### src/rtl/spi_sclk_gen_if.sv
// Handshake and clock/strobe bundle between an SPI master datapath and its SCLK/CS generator.
// The master modport drives requests; the slave modport is the generator side.
interface spi_sclk_gen_if #(
    parameter int DATA_WIDTH = 8
);
    localparam int IDX_W = $clog2(DATA_WIDTH + 1);

    logic             start;
    logic             abort;
    logic             busy;
    logic             done;
    logic             cs_n;
    logic             sclk;
    logic             sample_pulse;
    logic             shift_pulse;
    logic [IDX_W-1:0] bit_idx;

    modport master (
        output start, abort,
        input  busy, done, cs_n, sclk, sample_pulse, shift_pulse, bit_idx
    );

    modport slave (
        input  start, abort,
        output busy, done, cs_n, sclk, sample_pulse, shift_pulse, bit_idx
    );
endinterface

### src/rtl/spi_sclk_gen.sv
// SPI master SCLK / chip-select generator with per-edge sample and shift strobes.
// Sequence IDLE -> SETUP -> RUN -> HOLD, each step spaced CLK_DIV clocks apart.
module spi_sclk_gen #(
    parameter int CLK_DIV    = 4,
    parameter int DATA_WIDTH = 8,
    parameter bit CPOL       = 1'b0,
    parameter bit CPHA       = 1'b0
) (
    input  logic            clk,
    input  logic            rst_n,
    spi_sclk_gen_if.slave   bus
);
    localparam int CNT_W  = (CLK_DIV > 1) ? $clog2(CLK_DIV) : 1;
    localparam int EDGE_W = $clog2(2 * DATA_WIDTH + 1);
    localparam int IDX_W  = $clog2(DATA_WIDTH + 1);

    typedef enum logic [1:0] {
        IDLE,
        SETUP,
        RUN,
        HOLD
    } state_e;

    state_e              state_q;
    logic [CNT_W-1:0]    cnt_q;
    logic [EDGE_W-1:0]   edge_cnt_q;
    logic [EDGE_W-1:0]   edge_cnt_d;
    logic [IDX_W-1:0]    bit_idx_q;
    logic                busy_q;
    logic                done_q;
    logic                cs_n_q;
    logic                sclk_q;
    logic                sample_q;
    logic                shift_q;
    logic                half_done;
    logic                leading;
    logic                last_edge;

    // edge_cnt_d is the number of the edge about to be made; odd numbers are leading edges.
    always_comb begin
        edge_cnt_d = edge_cnt_q + 1'b1;
        half_done  = (cnt_q == CNT_W'(CLK_DIV - 1));
        leading    = edge_cnt_d[0];
        last_edge  = (edge_cnt_d == EDGE_W'(2 * DATA_WIDTH));
    end

    always_ff @(posedge clk or negedge rst_n) begin
        if (!rst_n) begin
            state_q    <= IDLE;
            cnt_q      <= '0;
            edge_cnt_q <= '0;
            bit_idx_q  <= '0;
            busy_q     <= 1'b0;
            done_q     <= 1'b0;
            cs_n_q     <= 1'b1;
            sclk_q     <= CPOL;
            sample_q   <= 1'b0;
            shift_q    <= 1'b0;
        end else begin
            // NOTE: pulse outputs default low every cycle and are raised only where an
            // edge is made; non-blocking assignment lets later branches override them.
            done_q   <= 1'b0;
            sample_q <= 1'b0;
            shift_q  <= 1'b0;
            if (sample_q) begin
                bit_idx_q <= bit_idx_q + 1'b1;
            end

            if (state_q != IDLE && bus.abort) begin
                state_q <= IDLE;
                cs_n_q  <= 1'b1;
                sclk_q  <= CPOL;
                busy_q  <= 1'b0;
            end else begin
                case (state_q)
                    IDLE: begin
                        if (bus.start && !bus.abort) begin
                            state_q    <= SETUP;
                            cs_n_q     <= 1'b0;
                            busy_q     <= 1'b1;
                            cnt_q      <= '0;
                            edge_cnt_q <= '0;
                            bit_idx_q  <= '0;
                        end
                    end
                    SETUP, RUN: begin
                        if (half_done) begin
                            cnt_q      <= '0;
                            sclk_q     <= ~sclk_q;
                            edge_cnt_q <= edge_cnt_d;
                            sample_q   <= CPHA ? !leading : leading;
                            // With CPHA=0 the first MOSI bit is already out at cs_n fall,
                            // so the final trailing edge carries no shift.
                            shift_q    <= CPHA ? leading : (!leading && !last_edge);
                            state_q    <= last_edge ? HOLD : RUN;
                        end else begin
                            cnt_q <= cnt_q + 1'b1;
                        end
                    end
                    HOLD: begin
                        if (half_done) begin
                            state_q <= IDLE;
                            cs_n_q  <= 1'b1;
                            busy_q  <= 1'b0;
                            done_q  <= 1'b1;
                        end else begin
                            cnt_q <= cnt_q + 1'b1;
                        end
                    end
                    default: state_q <= IDLE;
                endcase
            end
        end
    end

    assign bus.busy         = busy_q;
    assign bus.done         = done_q;
    assign bus.cs_n         = cs_n_q;
    assign bus.sclk         = sclk_q;
    assign bus.sample_pulse = sample_q;
    assign bus.shift_pulse  = shift_q;
    assign bus.bit_idx      = bit_idx_q;
endmodule

### src/flat_wrapper.sv
// flat-port wrapper written by rule: the top's interface ports become plain ports
module spi_sclk_gen_flat 
#(
    parameter int CLK_DIV    = 4,
    parameter int DATA_WIDTH = 8,
    parameter bit CPOL       = 1'b0,
    parameter bit CPHA       = 1'b0
)
  (clk, rst_n, bus_start, bus_abort, bus_busy, bus_done, bus_cs_n, bus_sclk, bus_sample_pulse, bus_shift_pulse, bus_bit_idx);
  spi_sclk_gen_if #(.DATA_WIDTH(DATA_WIDTH)) bus_i ();
  input  logic clk;
  input  logic rst_n;
  input wire logic [$bits(bus_i.start)-1:0] bus_start;
  input wire logic [$bits(bus_i.abort)-1:0] bus_abort;
  output wire logic [$bits(bus_i.busy)-1:0] bus_busy;
  output wire logic [$bits(bus_i.done)-1:0] bus_done;
  output wire logic [$bits(bus_i.cs_n)-1:0] bus_cs_n;
  output wire logic [$bits(bus_i.sclk)-1:0] bus_sclk;
  output wire logic [$bits(bus_i.sample_pulse)-1:0] bus_sample_pulse;
  output wire logic [$bits(bus_i.shift_pulse)-1:0] bus_shift_pulse;
  output wire logic [$bits(bus_i.bit_idx)-1:0] bus_bit_idx;
  assign bus_i.start = bus_start;
  assign bus_i.abort = bus_abort;
  assign bus_busy = bus_i.busy;
  assign bus_done = bus_i.done;
  assign bus_cs_n = bus_i.cs_n;
  assign bus_sclk = bus_i.sclk;
  assign bus_sample_pulse = bus_i.sample_pulse;
  assign bus_shift_pulse = bus_i.shift_pulse;
  assign bus_bit_idx = bus_i.bit_idx;
  spi_sclk_gen #(.CLK_DIV(CLK_DIV), .DATA_WIDTH(DATA_WIDTH), .CPOL(CPOL), .CPHA(CPHA)) u_core (.clk(clk), .rst_n(rst_n), .bus(bus_i));
endmodule
### config.mk
export PLATFORM = sky130hd
export DESIGN_NAME = spi_sclk_gen_flat
export DESIGN_NICKNAME = d
export VERILOG_FILES = /design/src/rtl/spi_sclk_gen_if.sv /design/src/rtl/spi_sclk_gen.sv /design/src/flat_wrapper.sv
export SDC_FILE = /design/constraint.sdc
export NUM_CORES = 1
export LEC_CHECK = 0
export CORE_MARGIN = 8
export CORE_UTILIZATION = 52
export DETAILED_ROUTE_END_ITERATION = 12
export PLACE_DENSITY = 0.76
export SLEW_MARGIN = 20
export SYNTH_ARGS = -nofsm -noshare
export SYNTH_HDL_FRONTEND = slang
export SYNTH_SLANG_ARGS = --single-unit
### constraint.sdc
create_clock -name clk -period 2.1 [get_ports clk]
set_clock_uncertainty 0.1 [all_clocks]
set_input_delay 0.21 -clock clk [delete_from_list [all_inputs] [get_ports clk]]
set_output_delay 0.21 -clock clk [all_outputs]
set_load 0.02 [all_outputs]
==> flow_results.org <==
** Critical path
- Path type of the worst setup path :: reg2reg
- The startpoint identified for the worst register-to-register timing path is u_core.state_q[0].
- Of all nets on the critical path, the largest fanout is 7.
- Critical Path Source Type :: flip-flop
- Series of cell instances along the critical path :: inv_1 -> ha_1 -> nand2b_1 -> a221o_1 -> o21ai_1 -> o21ai_1
- Counting stages on the worst path, the most repeated cell is sky130_fd_sc_hd__o21ai_1.
- The largest single stage delay on the critical path is 390 ps.
- The critical path starts at u_core.state_q[0].
- Worst r2r dst :: u_core.edge_cnt_q[2]
- The slowest stage of the critical path belongs to the cell sky130_fd_sc_hd__a221o_1.
- For flop-to-flop paths, the worst setup slack is 290 ps.
- Data required time at the worst endpoint :: 2180 ps
- Worst reg2reg path depth :: 6
- Arrival time at the worst endpoint :: 1890 ps
- CP endpoint kind :: flip-flop
- CP endpoint :: u_core.edge_cnt_q[2]

** Clock network
- Number of hold-repair buffers added at the cts stage :: 0
- Post-cts resize count :: 0
- Once the clock tree was built, the setup fixing pass inserted 0 buffers.
- The clock reaches the later pin of the worst-skew pair after 290 ps.
- Clock tree synthesis selected as its root buffer the cell sky130_fd_sc_hd__clkbuf_4.
- Maximum root-to-sink buffer count :: 2
- In this run the number of H-tree levels came out at 1.
- Clock tree synthesis inserted a total of 3 buffers.
- After clock tree synthesis, the clock-pin slew on the worst setup and hold paths is 100 ps.
- CTS saw 19 sinks.
- TritonCTS built the clock tree.

** STA
- Finish-stage setup viols :: 0
- Max transition margin :: 76.9%
- Static timing analysis puts the maximum clock frequency at 554 MHz.
- Least-Margin Pin Slew :: 346 ps
- Share of the cycle needed by the critical path after routing :: 86.0%
- Max-slew violation count :: 0
- Setup tns final :: 0 ps
- Final min period :: 1810 ps
- RSZ-0062 raised after global routing :: false
- The number of hold violations in the final report was 0.

** Route
- Detailed-route wire length per cell :: 12.8 um
- Drt initial violations :: 8
- For this run, the detailed router's first-pass iteration total came to 4.
- In the routed design, unresolved DRC markers number 0.
- Dividing the detail-routed via count by the number of cells gives 5.34.
- Detailed-route wire length :: 1.81 mm
- In the detailed route, the total length drawn on met3 is 66 um.
- Summing over every cut layer, the via total after detailed routing is 753.
- Antenna-violating nets left :: 0
- Top Metal Used :: met4
- Met2 wire length :: 838 um
- Met1 wire length :: 890 um

** GRT
- The first global-routing pass estimated 3.22 mm of wire.
- Largest net degree at the start of global routing :: 20
- Initial antenna violation count :: 0
- GRT Residual Overflow :: 0
- Vias in the first global route :: 747
- GRT Resource Usage Total :: 11.6%

** Synth
- Synthesis instantiated 33 different standard cells from the library.
- Synthesis Warnings :: 0
- The top cell type by area accounts for 45.6% of the synthesized area.
- Ranking of synthesized cells by area :: sky130_fd_sc_hd__dfrtp_1 (46%), sky130_fd_sc_hd__ha_1 (7.6%), sky130_fd_sc_hd__nand2_1 (4.6%)
- Sequential share of the synthesized area :: 48.3%
- Counting flops and latches in the post-synthesis netlist gives 19.
- EDFF count, synth :: 0
- A synthesized cell averages 9.87 sq um.
- The most used flip-flop cell after synthesis is sky130_fd_sc_hd__dfrtp_1.
- Gate Count Post-Synth :: 100
- Summing every instance area after synthesis gives 987 sq um.
- Mapped Nets :: 110
- Counting flops with an async set or reset pin after synthesis yields a share of 100%.
- Of all cell types, the one taking the most synthesized area is sky130_fd_sc_hd__dfrtp_1.

** Die
- The floorplan has 15 rows.
- Horizontal die dimension :: 59.6 um
- Die height :: 59.6 um
- Placeable core area :: 1760 sq um
- 14 I/O pins were placed.
- Initial core utilization :: 56.0%
- Full die area :: 3550 sq um

** Cells and area
- Final standard cell utilization of the core :: 66.2%
- Share of layout cells above drive strength 1 :: 9.48%
- Final-layout fill cell count :: 160
- The area growth from synthesis to layout is 18.3%.
- Number of antenna diodes :: 0
- Post-layout nets :: 127

** Power and ir drop
- Power density relative to cell area :: 783 nW/um^2
- Worst IR drop on VDD :: 0.509 mV
- The analysis attributes to cell leakage a power of 0.540 nW.

** Min path
- Hold crit path type :: in2async

** Placed design
- Port Buffer Count :: 13
- The congestion estimate from routability-driven global placement came to 0.857.
- Detailed placement ended at an HPWL of 1.44 mm.

** Run status
- Status :: finished, final reports clean

** Run
- Number of max-cap violations :: 0
## final cells by class
| cell class | count | area [sq um] | share of cell area, % |
|---|---|---|---|
| well taps | 25 | 31.3 | 2.68 |
| clock buffers | 4 | 26.3 | 2.25 |
| repair buffers | 14 | 138 | 11.8 |
| inverters | 6 | 22.5 | 1.93 |
| multi-input cells | 73 | 473 | 40.5 |
| flip-flops and latches | 19 | 477 | 40.8 |
## cell families (layout without fill, tap and decap cells)
kind of cell / Yosys count / in the layout / share of synthesized area [%]
AND/OR/NAND/NOR: 38 / 38 / 18.0
AO/OA/AOI/OAI: 22 / 22 / 16.0
flip-flops: 19 / 19 / 48.3
buffers and inverters: 8 / 24 / 3.80
adder cells (fa/ha/maj): 6 / 6 / 7.60
XOR/XNOR: 6 / 6 / 5.32
multiplexers: 1 / 1 / 1.01
## power breakdown
part,total (mW),switching (mW),internal [mW]
Combinational,0.296,0.169,0.127
Sequential,0.437,0.0297,0.408
Clock,0.180,0.106,0.0738
Total,0.914,0.305,0.609
## synthesized netlist by cell type, drive strengths merged, types with 2 or more instances
| cell type | count |
|---|---|
| dfrtp | 18 |
| nand2 | 13 |
| nor2 | 11 |
| o21ai | 7 |
| ha | 6 |
| inv | 6 |
| xor2 | 5 |
| a21oi | 3 |
| nand3 | 3 |
| nand4 | 3 |
| a21bo | 2 |
| buf | 2 |
| nand2b | 2 |
| nor2b | 2 |
| o22ai | 2 |
| o2bb2ai | 2 |
## worst min path at each step
| stage | from | to | depth (start not counted) |
|---|---|---|---|
| after global routing | rst_n | u_core.bus.bit_idx[0] | 2 |
| after CTS | rst_n | u_core.bus.shift_pulse | 2 |
| after global placement | u_core.cnt_q[1] | u_core.cnt_q[1] | 1 |
| final | rst_n | u_core.bus.bit_idx[0] | 2 |
| after floorplan | rst_n | u_core.bus.bit_idx[0] | 0 |
| after detailed placement | u_core.cnt_q[1] | u_core.cnt_q[1] | 1 |
## sequential cells by signal (all words and copies together) (netlist names)
register                 count
u_core.bus.done              1
u_core.bus.sclk              1
u_core.bus.shift_pulse       1
u_core.state_q               2
u_core.bus.bit_idx           4
u_core.bus.cs_n              1
u_core.bus.busy              1
u_core.cnt_q                 2
u_core.edge_cnt_q            5
u_core.bus.sample_pulse      1
## per-layer routing
metal | global-route usage (%) | up-vias
li1 | - | 386
met1 | 15.1 | 353
met2 | 18.0 | 12
met3 | 2.17 | 2
met4 | 5.10 | 0
met5 | 0 | -
## cells in the final DEF, fill, tap and decap left out, types with 3 or more instances in the layout
cell type                          n
sky130_fd_sc_hd__dfrtp_1          18
sky130_fd_sc_hd__clkdlybuf4s50_1  13
sky130_fd_sc_hd__nand2_1          12
sky130_fd_sc_hd__nor2_1           11
sky130_fd_sc_hd__inv_1             6
sky130_fd_sc_hd__ha_1              6
sky130_fd_sc_hd__xor2_1            5
sky130_fd_sc_hd__nand4_1           3
sky130_fd_sc_hd__nand3_1           3
sky130_fd_sc_hd__o21ai_0           3
sky130_fd_sc_hd__o21ai_1           3
sky130_fd_sc_hd__clkbuf_4          3
## worst max-delay path, delay by kind of cell, from the launching register on
family	cells	cell delay, ps
adder cells (fa/ha/maj)	1	380
flip-flops	1	380
AND/OR/NAND/NOR	1	180
AO/OA/AOI/OAI	3	600
buffers and inverters	1	70
## per-stage QoR
step	std cells	total power, mW	hold slack, ps	cell area [sq um]	setup slack, ps
2_1_floorplan	100	0.662	-186	987	410
3_3_place_gp	137	0.733	380	1140	370
3_5_place_dp	137	0.742	382	1140	304
4_1_cts	141	0.921	159	1170	285
5_1_grt	141	0.977	182	1170	196
6_report	141	0.914	148	1170	294
No activity file was read; power rests on OpenSTA's default activity.
